### src/rtl/victim_select.sv
// victim_select: three-stage pipelined 64-way priority reduction.
// It finds the square with the highest prio. On a tie the lowest index wins.
// It returns that square's index, its prio and a one-hot select vector.
// It also reports whether any square flagged an attacked enemy king.
module victim_select #(
    parameter int SQUARES = 64,
    parameter int PRIO_W  = 3
) (
    input  logic                      clk,
    input  logic                      rst,
    input  logic                      sample,
    input  logic                      flush,
    input  logic [SQUARES*PRIO_W-1:0] prio_bus,
    input  logic [SQUARES-1:0]        king_bus,
    output logic                      out_valid,
    output logic [5:0]                best_sq,
    output logic [PRIO_W-1:0]         best_prio,
    output logic                      found,
    output logic [SQUARES-1:0]        select,
    output logic                      king_hit,
    output logic                      busy
);

    localparam int IDX_W = 6;
    localparam int N1    = SQUARES / 4;   // stage-1 group winners
    localparam int N2    = N1 / 4;        // stage-2 group winners

    // ------------------------------------------------------------------
    // Stage 1: 16 groups of 4 squares each
    // ------------------------------------------------------------------
    logic [N1*PRIO_W-1:0] s1_prio_next;
    logic [N1*PRIO_W-1:0] s1_prio_reg;
    logic [N1*IDX_W-1:0]  s1_idx_next;
    logic [N1*IDX_W-1:0]  s1_idx_reg;
    logic [N1-1:0]        s1_king_next;
    logic [N1-1:0]        s1_king_reg;
    logic                 v1_reg;

    genvar gi;
    generate
        for (gi = 0; gi < N1; gi++) begin : g_s1
            logic [PRIO_W-1:0] win_prio;
            logic [IDX_W-1:0]  win_idx;

            // Scan the group in ascending index order.
            // Only a strictly greater prio displaces the incumbent.
            always_comb begin
                win_prio = prio_bus[(4*gi)*PRIO_W +: PRIO_W];
                win_idx  = IDX_W'(4*gi);
                for (int k = 1; k < 4; k++) begin
                    if (prio_bus[(4*gi+k)*PRIO_W +: PRIO_W] > win_prio) begin
                        win_prio = prio_bus[(4*gi+k)*PRIO_W +: PRIO_W];
                        win_idx  = IDX_W'(4*gi+k);
                    end
                end
            end

            assign s1_prio_next[gi*PRIO_W +: PRIO_W] = win_prio;
            assign s1_idx_next[gi*IDX_W +: IDX_W]    = win_idx;
            assign s1_king_next[gi]                  = |king_bus[4*gi +: 4];
        end
    endgenerate

    // Stage-1 data registers.
    // They load every cycle; v1_reg says whether the contents mean anything.
    always_ff @(posedge clk or posedge rst) begin
        if (rst) begin
            s1_prio_reg <= '0;
            s1_idx_reg  <= '0;
            s1_king_reg <= '0;
        end else begin
            s1_prio_reg <= s1_prio_next;
            s1_idx_reg  <= s1_idx_next;
            s1_king_reg <= s1_king_next;
        end
    end

    // ------------------------------------------------------------------
    // Stage 2: 4 groups of 4 stage-1 winners
    // ------------------------------------------------------------------
    logic [N2*PRIO_W-1:0] s2_prio_next;
    logic [N2*PRIO_W-1:0] s2_prio_reg;
    logic [N2*IDX_W-1:0]  s2_idx_next;
    logic [N2*IDX_W-1:0]  s2_idx_reg;
    logic [N2-1:0]        s2_king_next;
    logic [N2-1:0]        s2_king_reg;
    logic                 v2_reg;

    generate
        for (gi = 0; gi < N2; gi++) begin : g_s2
            logic [PRIO_W-1:0] win_prio;
            logic [IDX_W-1:0]  win_idx;

            // Stage-1 winners arrive in ascending square order.
            // A strict compare therefore keeps the lowest-index tie-break.
            always_comb begin
                win_prio = s1_prio_reg[(4*gi)*PRIO_W +: PRIO_W];
                win_idx  = s1_idx_reg[(4*gi)*IDX_W +: IDX_W];
                for (int k = 1; k < 4; k++) begin
                    if (s1_prio_reg[(4*gi+k)*PRIO_W +: PRIO_W] > win_prio) begin
                        win_prio = s1_prio_reg[(4*gi+k)*PRIO_W +: PRIO_W];
                        win_idx  = s1_idx_reg[(4*gi+k)*IDX_W +: IDX_W];
                    end
                end
            end

            assign s2_prio_next[gi*PRIO_W +: PRIO_W] = win_prio;
            assign s2_idx_next[gi*IDX_W +: IDX_W]    = win_idx;
            assign s2_king_next[gi]                  = |s1_king_reg[4*gi +: 4];
        end
    endgenerate

    // Stage-2 data registers.
    always_ff @(posedge clk or posedge rst) begin
        if (rst) begin
            s2_prio_reg <= '0;
            s2_idx_reg  <= '0;
            s2_king_reg <= '0;
        end else begin
            s2_prio_reg <= s2_prio_next;
            s2_idx_reg  <= s2_idx_next;
            s2_king_reg <= s2_king_next;
        end
    end

    // ------------------------------------------------------------------
    // Stage 3: final 4-to-1 reduction and result decode
    // ------------------------------------------------------------------
    logic [PRIO_W-1:0]  fin_prio;
    logic [IDX_W-1:0]   fin_idx;
    logic               fin_found;
    logic [SQUARES-1:0] fin_select;
    logic               fin_king;

    // Pick the final winner and decode the one-hot select.
    // An empty board (no non-zero prio) reports square 0 with no select bit.
    always_comb begin
        fin_prio = s2_prio_reg[0 +: PRIO_W];
        fin_idx  = s2_idx_reg[0 +: IDX_W];
        for (int k = 1; k < N2; k++) begin
            if (s2_prio_reg[k*PRIO_W +: PRIO_W] > fin_prio) begin
                fin_prio = s2_prio_reg[k*PRIO_W +: PRIO_W];
                fin_idx  = s2_idx_reg[k*IDX_W +: IDX_W];
            end
        end
        fin_found  = (fin_prio != '0);
        fin_select = '0;
        if (fin_found) begin
            fin_select[fin_idx] = 1'b1;
        end
        fin_king = |s2_king_reg;
    end

    // Result registers.
    // They change only when a valid stage-2 sample completes and no flush
    // is pending; otherwise they hold the previous result.
    always_ff @(posedge clk or posedge rst) begin
        if (rst) begin
            best_sq   <= '0;
            best_prio <= '0;
            found     <= 1'b0;
            select    <= '0;
            king_hit  <= 1'b0;
        end else if (v2_reg && !flush) begin
            best_sq   <= fin_idx;
            best_prio <= fin_prio;
            found     <= fin_found;
            select    <= fin_select;
            king_hit  <= fin_king;
        end
    end

    // ------------------------------------------------------------------
    // Valid pipeline: flush squashes every stage, including a new sample
    // ------------------------------------------------------------------
    // Advance the valid bits one stage per clock.
    always_ff @(posedge clk or posedge rst) begin
        if (rst) begin
            v1_reg    <= 1'b0;
            v2_reg    <= 1'b0;
            out_valid <= 1'b0;
        end else begin
            v1_reg    <= sample && !flush;
            v2_reg    <= v1_reg && !flush;
            out_valid <= v2_reg && !flush;
        end
    end

    assign busy = v1_reg | v2_reg | out_valid;

endmodule

### config.mk
export PLATFORM = sky130hd
export DESIGN_NAME = victim_select
export DESIGN_NICKNAME = d
export VERILOG_FILES = /design/src/rtl/victim_select.sv
export SDC_FILE = /design/constraint.sdc
export NUM_CORES = 1
export LEC_CHECK = 0
export BUFFER_PORTS_ARGS = -buffer_cell sky130_fd_sc_hd__buf_4
export CAP_MARGIN = 20
export CORE_ASPECT_RATIO = 1.75
export CORE_UTILIZATION = 35
export DETAILED_ROUTE_END_ITERATION = 10
export SYNTH_ARGS = -nofsm -noshare
export SYNTH_HDL_FRONTEND = slang
export SYNTH_SLANG_ARGS = --single-unit
### constraint.sdc
create_clock -name clk -period 6.05 [get_ports clk]
set_input_delay 0.3025 -clock clk [delete_from_list [all_inputs] [get_ports clk]]
set_output_delay 0.3025 -clock clk [all_outputs]
set_load 0.01 [all_outputs]
# Word level (Yosys, flattened, before mapping)
# Cells that the tools add are included.
# word_totals
reg_bits	278
inputBits	260
out_inout_bits	77
word_cells	237
# classes
order_cmp	65
n_mux	129
bitwise	2
reduce_logical	27
# ops
op	n
two-way mux 6 bit	47
> comparator 3 bit	63
two-way mux 3 bit	63
OR reduction 4 bit	21
two-way mux 64 bit	1
two-way mux 1 bit	17
< comparator 6 x 7 -> 1 bit, second input constant	1
demux 1 bit (select 6 bit)	1
>= comparator 6 x 1 -> 1 bit, second input constant	1
logical AND 1 bit	4
nonzero test 3 bit	1
OR 1 bit	2
zero test 1 bit	1

# Depth between registers and ports, before layout
# logic_depth
word_depth	11
depth_mapped	22
mapped_depth_nobuf	19

# Worst setup path after synthesis
# Ideal clock, no wire load.
# synth_path
path_type	register -> register
startpoint	reg s2_prio_reg[2]
endpoint	reg select[56]
setup_ns	0.122
t_arrival_ns	4.413
required_time_ns	5.928
slack_ns	1.515
stages_incl_launch_ff	21
n_path_buf	2
synth_period_minus_slack_ns	4.535
path_cell_list	dfrtp_1 inv_1 ha_1 a21oi_1 nand2_1 nand2_1 mux2i_1 ha_1 and3b_1 buf_6 or2_4 o31a_1 inv_1 ha_1 and3_1 a21oi_2 buf_4 mux2i_1 a31oi_1 nor2_1 a32o_1
# synth_between
elab_chain_cells	11
elab_cells_between_ends	16
classes_between	order compare (5); mux (9); reduce/logical (2)
# synth_lines
element	line	text
start, declared	82	logic [N2*PRIO_W-1:0] s2_prio_reg;
start signal, assigned	120	s2_prio_reg <= s2_prio_next;
> comparator 3 bit	141	if (s2_prio_reg[k*PRIO_W +: PRIO_W] > fin_prio) begin
two-way mux 3 bit	141	
> comparator 3 bit	141	
two-way mux 3 bit	141	
> comparator 3 bit	141	
two-way mux 6 bit	141	
< comparator 6 x 7 -> 1 bit (not written as such) / >= comparator 6 x 1 -> 1 bit (equally long branches)	149	fin_select[fin_idx] = 1'b1;
logical AND 1 bit (not written as such)	149	
two-way mux 1 bit (not written as such)	149	
demux 1 bit (select 6 bit)	149	
two-way mux 64 bit *	148	if (fin_found) begin
end signal, assigned	168	select <= fin_select;
end, declared	19	output logic [SQUARES-1:0] select,
# Every way passes the cells marked *; elsewhere a longest branch is shown, timed or not.
# A chain may end at the register's enable or synchronous reset.

# Worst setup path after layout
# layout_path
startpoint	reg s2_prio_reg[5]
endpoint	reg select[29]
# The elaborated chain is that of the path after synthesis.

==> impl_metrics.ini <==
[power]
clockPowerShare = 0.143
peakVddDrop_v = 0.000459
netSwitchingPower_mw = 4.74
pwr_density_cell_nw_per_um2 = 542
switching_share = 0.478
p_int_mw = 5.17
leakagePower_nw = 9.31
power_frac_comb = 0.644
p_seq_frac = 0.214

[logic_synthesis]
yosysMostFrequentCell = dfrtp_1
synth_compound_area_frac = 0.152
ys_ff_latch = 210
synth_top_family_by_area = adder cells
synth_area_per_cell_um2 = 9.79
muxShareOfSynthArea = 0.123
synth-edff-count = 0
async_reset_ff_frac = 1.00
synth_flop_cell = dfrtp_1
synthXorXnorAreaFrac = 0
netlist_area_um2 = 14000
syn-num-nets = 1879
ys_top_cells_by_count = dfrtp_1, inv_1, ha_1
synthAdderAreaFrac = 0.169
netlist.area_leader.share = 0.375
synthTopCellsByArea = dfrtp_1, ha_1, mux2_2
seq_area_frac_synth = 0.375
synth_area_leader_cell = dfrtp_1
synth.distinct_cells = 55
yosys_warnings = 0
yosys.area_share.simple = 0.118
synthCells = 1430

[cts]
cts_buffers = 23
cts_tree = done
cts_root_buf = clkbuf_16
clkLatencyLatePin_ps = 530
cts.clk_slew.worst_paths_ps = 60
post-cts-setup-buffers = 0
cts_sinks = 210
cts.path.max_buffers = 3
htreeDepth = 1

[routing]
drt_pass1_iterations = 4
wire_per_inst_um = 15.8
routed_via_density = 5.03
initialDrtViolationCount = 307
vias = 11670
ant_nets = 0
drc = 0
wirelength_um = 36600

[floorplanning]
core-area_um2 = 39300
die_y_um = 267
die_w_um = 153
start_util = 0.357
num_rows = 96
io-pin-count = 337
die_area_um2 = 40900

[finish]
nets = 2259
area_growth_pct = 30.6
largest_reg_flops = 64
final_cell_area_um2 = 18300
drive_above_1_share = 0.285

[global_routing]
grtUsageMet3 = 0.0221
met2_usage = 0.356
antenna_found_initial = 3
grt_max_degree = 145
grtUsageMet1 = 0.185
top_usage_layer = met2
track_usage = 0.180
grt_pass1_wl_um = 59500
grt-ovfl-total = 0
grt_pass1_vias = 12363

[timing]
worst_pin_slew_ps = 976
fmax_mhz = 185
rsz0062_at_grt = false
final-max-slew-violation-count = 0
finalSetupTns_ps = 0
clock_skew_ps = 22.6
fin_crit_sh = 0.892
setup_viol = 0
hold_viol_final = 7
slew_headroom = 0.350
fin_hold_ws_ps = -4.13
period_needed_ps = 5400

[setup_path]
crit_path_top_delay_cell = a31oi_1
r2r-start = s2_prio_reg[5]$_DFF_PP0_
worstPathCellList = ha_1, a21oi_1, nand2_1, nand2_1, mux2i_1, ha_1, and3b_1, o21ai_2, nor2_1, a21o_1, ha_1, and3_1, a21oi_2, mux2i_1, a31oi_1, nand2_2, o31ai_1
path_class = reg2reg
path_common_cell = ha_1
startpoint = s2_prio_reg[5]$_DFF_PP0_
cpPeakStageDelay_ps = 620
worstSetupEndpointType = register
arrival_ps = 5810
required_ps = 6470
crit_fanout = 11
setup.worst_path.start_class = register

[hold_path]
min_path_type = in2async

[place]
dpl.hpwl_um = 30400
placedInstanceArea_um2 = 17100
port_buffers = 336
gp_congestion = 0.880

[run_status]
run_status = finished, violations left
violations = hold timing

[flow_run]
drv_cap = 0
## per-layer routing
metal | share of wire | vias to the layer above | wire length, µm
li1 | - | 5798 | -
met1 | 0.37 | 5546 | 13400
met2 | 0.56 | 253 | 20500
met3 | 0.036 | 73 | 1320
met4 | 0.039 | 0 | 1440
met5 | 0 | - | 0
## worst max-delay path: cells and delay by family, from the launching register on
| family | cells | cell delay [ps] |
|---|---|---|
| AOI/OAI and AO/OA | 6 | 2170 |
| adders and majority gates | 3 | 970 |
| and+or+nand+nor | 6 | 1190 |
| muxes | 2 | 580 |
| DFF | 1 | 380 |
## repair_timing
action | 4_1_cts | 5_1_grt
gates resized for setup | 0 | 1
endpoints found under the setup margin | 0 | 15
endpoints found under the hold margin | 28 | 0
hold buffers | 44 | 0
## power by group through the flow
| stage | logic (mW) | registers, mW | clock network (mW) |
|---|---|---|---|
| floorplan | 4.59 | 2.10 | 0 |
| global placement | 6.22 | 2.14 | 0 |
| detailed placement | 6.41 | 2.14 | 0 |
| CTS | 6.46 | 2.12 | 1.46 |
| global route | 7.11 | 2.17 | 1.52 |
| finish | 6.38 | 2.12 | 1.42 |
## area by class of cell
cell class / count / area (µm²)
Fill cell: 3727 / 21000
Clock inverter: 6 / 63.8
Antenna cell: 3 / 7.51
Clock buffer: 34 / 717
Inverter: 201 / 762
Multi-Input combinational cell: 990 / 7880
Sequential cell: 210 / 5260
Timing Repair Buffer: 384 / 2990
Tap cell: 490 / 613
## logic make-up after synthesis
kind of cell	after synthesis
AND/OR/NAND/NOR	319
flip-flops	210
other	1
adder cells (fa/ha/maj)	189
buffers and inverters	230
multiplexers	159
AO/OA/AOI/OAI	322
## per-stage QoR
stage	setup WS [ps]	std cells	total power, mW	utilization
2_1_floorplan	9.97	1430	6.70	-
3_3_place_gp	704	2231	8.36	0.434
3_5_place_dp	478	2231	8.56	0.434
4_1_cts	430	2315	10.0	0.465
5_1_grt	207	2318	10.8	0.466
6_report	655	2318	9.91	0.466
## placed cells by master (no fill, tap or decap), types with 39 or more instances in the layout
cell and instances:
inv_1 200, a21o_1 39, dlygate4sd3_1 44, mux2_2 104, nand2_1 119, o21ai_0 129, ha_1 189, mux2i_1 55
buf_4 340, dfrtp_1 210, nor2b_1 46
## path summary, 6_finish.rpt
check,end,slack (ps),cells past startpoint
worst max-delay path,select[29]$_DFFE_PP0P_,650,17
worst min-delay path,s1_idx_reg[24]$_DFF_PP0_,-4,2
worst max register to register,select[29]$_DFFE_PP0P_,650,17
worst min register to register,s2_king_reg[3]$_DFF_PP0_,430,1
max in group asynchronous,s2_prio_reg[2]$_DFF_PP0_,4660,3
min in group clk,s1_prio_reg[7]$_DFF_PP0_,20,3
Power figures use the tool's default switching activity.
